File: config.mk
export PLATFORM = sky130hd
export DESIGN_NAME = key_debounce_multi
export DESIGN_NICKNAME = d
export VERILOG_FILES = /design/src/rtl/key_debounce_multi.sv
export SDC_FILE = /design/constraint.sdc
export NUM_CORES = 1
export LEC_CHECK = 0
export CORE_MARGIN = 4
export CORE_UTILIZATION = 65
export CTS_BUF_LIST = sky130_fd_sc_hd__clkbuf_2
export DETAILED_ROUTE_END_ITERATION = 10
export PLACE_DENSITY = 0.94
export SETUP_SLACK_MARGIN = 0.4
export SLEW_MARGIN = 20
export SYNTH_ARGS = -nofsm -noshare
export SYNTH_HDL_FRONTEND = slang
export SYNTH_SLANG_ARGS = --single-unit
File: constraint.sdc
create_clock -name sclk -period 3.3 [get_ports sclk]
set_clock_uncertainty 0.05 [all_clocks]
set_input_delay 0.66 -clock sclk [delete_from_list [all_inputs] [get_ports sclk]]
set_output_delay 0.66 -clock sclk [all_outputs]
set_load 0.01 [all_outputs]
File: src/rtl/key_debounce_multi.sv
// Multi-channel push-button conditioner: per key a 2-flop synchroniser, polarity
// normalisation and a debounce FSM producing a stable level plus press/release/long pulses.
module key_debounce_multi #(
  parameter int CHANNELS      = 4,
  parameter int CLK_FREQ_HZ   = 50_000_000,
  parameter int DEBOUNCE_MS   = 20,
  parameter int LONG_PRESS_MS = 1000,
  parameter int ACTIVE_LOW    = 1
) (
  input  logic                sclk,
  input  logic                nrst,
  input  logic [CHANNELS-1:0] key_in,
  output logic [CHANNELS-1:0] key_level,
  output logic [CHANNELS-1:0] key_press,
  output logic [CHANNELS-1:0] key_release,
  output logic [CHANNELS-1:0] key_long
);

  localparam int DEB_CYC  = CLK_FREQ_HZ / 1000 * DEBOUNCE_MS;
  localparam int LONG_CYC = CLK_FREQ_HZ / 1000 * LONG_PRESS_MS;
  localparam int DW       = $clog2(DEB_CYC) + 1;
  localparam int LW       = $clog2(LONG_CYC) + 1;

  localparam bit            LONG_EN   = (LONG_PRESS_MS != 0);
  localparam logic          REL_LVL   = (ACTIVE_LOW != 0);
  localparam logic [DW-1:0] DEB_LAST  = DW'(DEB_CYC - 1);
  localparam logic [LW-1:0] LONG_LAST = LW'(LONG_CYC - 1);
  localparam logic [LW-1:0] LONG_MAX  = LW'(LONG_CYC);

  if (DEB_CYC < 2) begin : g_bad_deb
    $error("key_debounce_multi: debounce time must be at least 2 clock cycles");
  end
  if (LONG_EN && (LONG_PRESS_MS <= DEBOUNCE_MS)) begin : g_bad_long
    $error("key_debounce_multi: long-press time must exceed debounce time");
  end
  if ((CHANNELS < 1) || (CHANNELS > 32)) begin : g_bad_ch
    $error("key_debounce_multi: CHANNELS must be in 1..32");
  end

  typedef enum logic [1:0] {
    ST_IDLE        = 2'd0,
    ST_PRESS_DEB   = 2'd1,
    ST_HELD        = 2'd2,
    ST_RELEASE_DEB = 2'd3
  } state_t;

  for (genvar g = 0; g < CHANNELS; g++) begin : g_ch
    logic          r_sync0;
    logic          r_sync1;
    logic          w_p;
    state_t        r_state;
    state_t        w_state_nxt;
    logic [DW-1:0] r_dcnt;
    logic [DW-1:0] w_dcnt_nxt;
    logic [LW-1:0] r_lcnt;
    logic [LW-1:0] w_lcnt_nxt;
    logic          r_level;
    logic          r_press;
    logic          r_release;
    logic          r_long;
    logic          w_level_nxt;
    logic          w_press_nxt;
    logic          w_release_nxt;
    logic          w_long_nxt;

    // Synchroniser resets to the released pin level so a held key is re-debounced.
    always_ff @(posedge sclk or negedge nrst) begin
      if (!nrst) begin
        r_sync0 <= REL_LVL;
        r_sync1 <= REL_LVL;
      end else begin
        r_sync0 <= key_in[g];
        r_sync1 <= r_sync0;
      end
    end

    assign w_p = r_sync1 ^ REL_LVL;

    always_ff @(posedge sclk or negedge nrst) begin
      if (!nrst) begin
        r_state   <= ST_IDLE;
        r_dcnt    <= '0;
        r_lcnt    <= '0;
        r_level   <= 1'b0;
        r_press   <= 1'b0;
        r_release <= 1'b0;
        r_long    <= 1'b0;
      end else begin
        r_state   <= w_state_nxt;
        r_dcnt    <= w_dcnt_nxt;
        r_lcnt    <= w_lcnt_nxt;
        r_level   <= w_level_nxt;
        r_press   <= w_press_nxt;
        r_release <= w_release_nxt;
        r_long    <= w_long_nxt;
      end
    end

    always_comb begin
      w_state_nxt = r_state;
      w_dcnt_nxt  = r_dcnt;
      w_lcnt_nxt  = r_lcnt;
      case (r_state)
        ST_IDLE: begin
          w_dcnt_nxt = '0;
          if (w_p) begin
            w_state_nxt = ST_PRESS_DEB;
            w_dcnt_nxt  = DW'(1);
          end
        end
        ST_PRESS_DEB: begin
          if (!w_p) begin
            w_state_nxt = ST_IDLE;
            w_dcnt_nxt  = '0;
          end else if (r_dcnt == DEB_LAST) begin
            w_state_nxt = ST_HELD;
            w_dcnt_nxt  = '0;
            w_lcnt_nxt  = '0;
          end else begin
            w_dcnt_nxt = r_dcnt + 1'b1;
          end
        end
        ST_HELD: begin
          // Saturating at LONG_MAX is what keeps key_long to one pulse per press.
          if (r_lcnt != LONG_MAX) w_lcnt_nxt = r_lcnt + 1'b1;
          if (!w_p) begin
            w_state_nxt = ST_RELEASE_DEB;
            w_dcnt_nxt  = DW'(1);
          end
        end
        ST_RELEASE_DEB: begin
          if (w_p) begin
            w_state_nxt = ST_HELD;
            w_dcnt_nxt  = '0;
          end else if (r_dcnt == DEB_LAST) begin
            w_state_nxt = ST_IDLE;
            w_dcnt_nxt  = '0;
          end else begin
            w_dcnt_nxt = r_dcnt + 1'b1;
          end
        end
        default: begin
          w_state_nxt = ST_IDLE;
          w_dcnt_nxt  = '0;
        end
      endcase
    end

    always_comb begin
      w_press_nxt   = (r_state == ST_PRESS_DEB) && w_p && (r_dcnt == DEB_LAST);
      w_release_nxt = (r_state == ST_RELEASE_DEB) && !w_p && (r_dcnt == DEB_LAST);
      w_long_nxt    = LONG_EN && (r_state == ST_HELD) && (r_lcnt == LONG_LAST);
      w_level_nxt   = (w_state_nxt == ST_HELD) || (w_state_nxt == ST_RELEASE_DEB);
    end

    assign key_level[g]   = r_level;
    assign key_press[g]   = r_press;
    assign key_release[g] = r_release;
    assign key_long[g]    = r_long;
  end

endmodule

# Yosys cells after proc, flatten, opt, wreduce, memory -nomap -nowiden
# Cells that the tools add are included.
[op_classes]
add_sub_neg = 8
n_eq_ne = 48
mux = 68
n_bitwise = 4
n_reduce_logical = 36
[ops]
columns = ["cell", "count"]
rows = [
  ["21-bit 2-to-1 mux", 16],
  ["21-bit case mux with 4 select lines", 4],
  ["27-bit 2-to-1 mux", 12],
  ["27-bit case mux with 2 select lines", 4],
  ["27-bit by 1-bit adder with 27-bit output (second input constant)", 4],
  ["27-bit by 26-bit equality test with 1-bit output (second input constant)", 4],
  ["27-bit by 26-bit inequality test with 1-bit output (second input constant)", 4],
  ["21-bit by 1-bit adder with 21-bit output (second input constant)", 4],
  ["21-bit by 20-bit equality test with 1-bit output (second input constant)", 4],
  ["2-bit 2-to-1 mux", 24],
  ["2-bit equality test (second input constant)", 16],
  ["2-bit inequality test (second input constant)", 16],
  ["2-bit case mux with 4 select lines", 4],
  ["1-bit logical AND", 20],
  ["4-bit AND reduction", 4],
  ["2-bit by 1-bit equality test with 1-bit output (second input constant)", 4],
  ["2-bit logical NOT", 4],
  ["2-bit nonzero test", 4],
  ["1-bit logical OR", 4],
  ["1-bit 2-to-1 mux", 4],
  ["1-bit NOT", 4],
]
[word_totals]
ff_bits = 224
input_bits = 6
output_inout_bits = 16
wordCells = 200

# Depth between registers and ports, before layout
[logic_depth]
word_depth = 6
mapped_depth = 9
depth_no_buf = 7

# Worst setup path after synthesis
# Ideal clock, no wire load.
[synth_timing]
kind = "reg-to-reg"
start = "reg g_ch[2].r_dcnt[15]"
end = "reg g_ch[2].r_lcnt[15]"
setup_time_ns = 0.119
arrival_time_ns = 2.251
required_ns = 3.131
setup_slack_ns = 0.881
path_stages_with_launch = 8
path_buffers = 2
period_less_slack_ns = 2.419
path_cell_list = "dfrtp_1 > buf_6 > or4_4 > or4_4 > nor4_4 > nor3b_4 > buf_6 > nor2_1"
[synth_between]
elab_chain_len = 3
[synth_lines]
columns = ["element", "line", "source"]
rows = [
  ["start, declared", "53", "logic [DW-1:0] r_dcnt;"],
  ["start signal, assigned", "90", "r_dcnt <= w_dcnt_nxt;"],
  ["21-bit by 20-bit equality test with 1-bit output", "115", "end else if (r_dcnt == DEB_LAST) begin"],
  ["2-bit inequality test (no line)", "n/a", ""],
  ["4-bit AND reduction (no line)", "n/a", ""],
  ["end signal, assigned", "91", "r_lcnt <= w_lcnt_nxt;"],
  ["end, declared", "55", "logic [LW-1:0] r_lcnt;"],
]
# No other way between the ends.
# A chain may end at the register's enable or synchronous reset.

# Worst setup path after layout
[layout_timing]
start = "reg g_ch[0].r_dcnt[8]"
end = "reg g_ch[0].r_lcnt[14]"
[layout_between]
elab_chain_len = 3
[layout_lines]
columns = ["element", "line"]
rows = [
  ["start, declared", "53"],
  ["start signal, assigned", "90"],
  ["21-bit by 20-bit equality test with 1-bit output", "115"],
  ["2-bit inequality test (no line)", "n/a"],
  ["4-bit AND reduction (no line)", "n/a"],
  ["end signal, assigned", "91"],
  ["end, declared", "55"],
]
# No other way between the ends.

==> flow_summary.toml <==
[clock_tree]
insertion_delay_ns = 0.84
path_clk_slew_ns = 0.13
cts_sinks = 222
cts_tree = "built"
cts_buffer_depth = 3
htree_levels = 2
cts_root_buf = "clkbuf_2"
numCtsBuffers = 55

[logic_synthesis]
synth_edf_count = 0
synthArstFlopShare_pct = 100
synth_area_sq_um = 12000
yosysTopAreaCell = "dfrtp_1"
yosysWarnings = 0
synthTopCellsByArea = "dfrtp_1, nand3_1, nand2_1"
syn_inst = 1309
synth_cell_types = 63
synth_area_per_cell_sq_um = 9.14
synth_top_area_share_pct = 44.8
yosys_most_used_dff = "dfrtp_1"
syn_nets = 1327
ys_seq_elements = 222
synth.yosys.seq_area_share_pct = 46.5

[worst_setup_path]
crit_fanout = 25
cp_num_buf_inv = 1
worstPathArrival_ns = 3.37
cpPeakStageDelay_ns = 0.72
startpoint_type = "register"
path_cells = "or4b_2 -> nor4_2 -> nand3_1 -> nor3_4 -> buf_4 -> nor2_1"
endpoint_kind = "register"
path_class = "register to register"
crit_family = "simple AND/OR/NAND/NOR gates"
worstPathRequired_ns = 3.93
crit_slowest_cell = "or4b_2"

[timing]
fmax_mhz = 364
worst_pin_slew_ns = 1.08
finalSetupViolCount = 0
period_needed_ns = 2.75
tns_ns = 0
final.setup.worst_slack_ns = 0.553
finalHoldViolations = 0
fin_hold_ws_ns = 0.191
finalMaxSlewViolations = 0
maxSlewHeadroom_pct = 27.7
rsz0062_at_grt = "false"
finalCritPeriodShare_pct = 83.2

[power_and_ir_drop]
p_leak_uw = 0.00542
total_power_uw = 4780
powerDensity_nw_per_um2 = 373
ir_drop_mv = 0.347

[finish]
area_growth_pct = 7.30
layout.nets = 1352
fillers = 1330
stdcell_count = 1609
seq_area_sq_um = 5570
drive_gt1_share_pct = 10.2
multi_input_area_sq_um = 5920

[grt]
grt_pass1_wl_um = 45600
grt_overflow = 0
grt_max_degree = 92
grt.total_usage_pct = 26.0
antenna_found_initial = 1
grt_pass1_vias = 10100

[flow_run]
drv_cap = 0

[place]
gp_congestion = 0.883
io_buffer_count = 21
dp.cells = 1505
dp_slack_ns = 0.664
dpl.hpwl_um = 17500

[die]
io-pin-count = 22
rows = 49
start_util_pct = 66.3
die_w_um = 144
core_sq_um = 18000
die_area_sq_um = 20600
die_h_um = 144

[routing]
drc_errors = 0
ant_nets = 0
dr.pass1.iters = 5
routed_wl_um = 26600
avgViaCountPerCell = 6.50
via_count = 10500
wl_per_cell_um = 16.5
initialDrtViolationCount = 834

[worst_hold_path]
hold_class = "input pin to register"

[outcome]
status = "finished clean"
[repair_timing]
| action | in CTS | in global routing |
|---|---|---|
| setup buffers | 0 | 0 |
| setup endpoints to repair | 0 | 1 |
| gates resized for setup | 0 | 1 |
| hold endpoints to repair | 84 | 0 |
| hold buffers | 1 | 0 |
[final cells by class]
| class | count | area share [%] |
|---|---|---|
| multi-input combinational | 976 | 46.1 |
| sequential | 222 | 43.4 |
| timing repair buffer | 45 | 3.30 |
| clock buffer | 76 | 2.96 |
| tap | 229 | 2.23 |
| inverter | 34 | 0.995 |
| clock inverter | 25 | 0.956 |
| antenna | 2 | 0.0390 |
[worst register-to-register path, delay by kind of cell, from the launching register on]
kind,cells,cell delay (ns)
and+or+nand+nor,5,1.81
buffers and inverters,1,0.30
DFF,1,0.46
[power breakdown]
part / total, uW / switching (uW) / internal, uW
clock network: 1830 / 1130 / 707
registers: 2790 / 43.5 / 2750
logic: 156 / 107 / 49.0
total: 4780 / 1280 / 3500
[worst paths after layout]
check / end / slack, ns / cells after the start / startpoint
worst min-delay path: g_ch[3].r_sync0$_DFF_PN1_ / 0.19 / 1 / key_in[3]
worst min register to register: g_ch[0].r_sync1$_DFF_PN1_ / 0.30 / 0 / g_ch[0].r_sync0$_DFF_PN1_
min in group asynchronous: g_ch[1].r_dcnt[4]$_DFFE_PN0P_ / 0.39 / 2 / nrst
worst max register to register: g_ch[0].r_lcnt[14]$_DFFE_PN0P_ / 0.55 / 6 / g_ch[0].r_dcnt[8]$_DFFE_PN0P_
worst max-delay path: g_ch[0].r_lcnt[14]$_DFFE_PN0P_ / 0.55 / 6 / g_ch[0].r_dcnt[8]$_DFFE_PN0P_
max in group asynchronous: g_ch[2].r_lcnt[3]$_DFFE_PN0P_ / 1.91 / 3 / nrst
[sequential cells by signal, summed over array words and instances, names as in the netlist]
signal          count
g_ch.r_state        6
g_ch.r_long         4
g_ch.r_press        4
g_ch.r_release      4
g_ch.r_dcnt        84
g_ch.r_lcnt       108
g_ch.r_sync0        4
g_ch.r_level        4
g_ch.r_sync1        4
[routing by layer]
| metal | track usage, % | vias up | routed length, um |
|---|---|---|---|
| met5 | 0 | - | 0 |
| met4 | 10.9 | 0 | 740 |
| met3 | 4.46 | 81 | 1250 |
| met2 | 43.7 | 354 | 13200 |
| met1 | 33.6 | 5097 | 11400 |
| li1 | - | 4934 | - |
[per-stage QoR]
step	util, %	instance area (sq um)
after CTS	71.1	12800
final	71.2	12800
after detailed placement	68.2	12300
after global placement	68.2	12300
after global routing	71.2	12800
after floorplan	-	12000
[cell families after synthesis]
family                   count (synthesis)  share of synthesized area (%)
adder cells (fa/ha/maj)                 12                           1.26
buffers and inverters                  111                           4.24
multiplexers                            12                           1.01
flip-flops                             222                           46.5
AND/OR/NAND/NOR                        630                           28.5
XOR/XNOR                                73                           5.35
AO/OA/AOI/OAI                          249                           13.1
[layout by cell type, fill, tap and decap left out, types with 30 or more instances in the layout]
master,count
clkbuf_2,76
nor3_1,42
nand2_1,118
xnor2_1,39
a31oi_1,58
dfrtp_1,214
and3_1,30
nand4_1,56
o21ai_0,45
nor4_1,38
xor2_1,34
a21oi_1,66
inv_1,34
nand3_1,103
nor2_1,109
[synthesized netlist by cell type, drive strengths merged (3+ instances only)]
cell type / count
clkbuf: 50
xnor2: 39
nor2: 109
o21ai: 46
or3: 21
inv: 34
o31ai: 15
or2: 4
dfrtp: 214
nor4b: 8
and4b: 3
and3: 32
nor4bb: 3
nand2b: 16
a21oi: 70
a221oi: 3
nor2b: 6
a41oi: 10
and4: 12
nand3: 103
o211ai: 14
a21o: 5
nor3b: 5
mux2i: 11
buf: 27
nor3: 44
nor4: 40
nand2: 118
a32oi: 4
a22o: 13
nand3b: 4
dfstp: 8
nand4: 56
ha: 12
and2: 8
or4: 25
xor2: 34
or4b: 8
a31oi: 58
No activity file was read; power rests on OpenSTA's default activity.
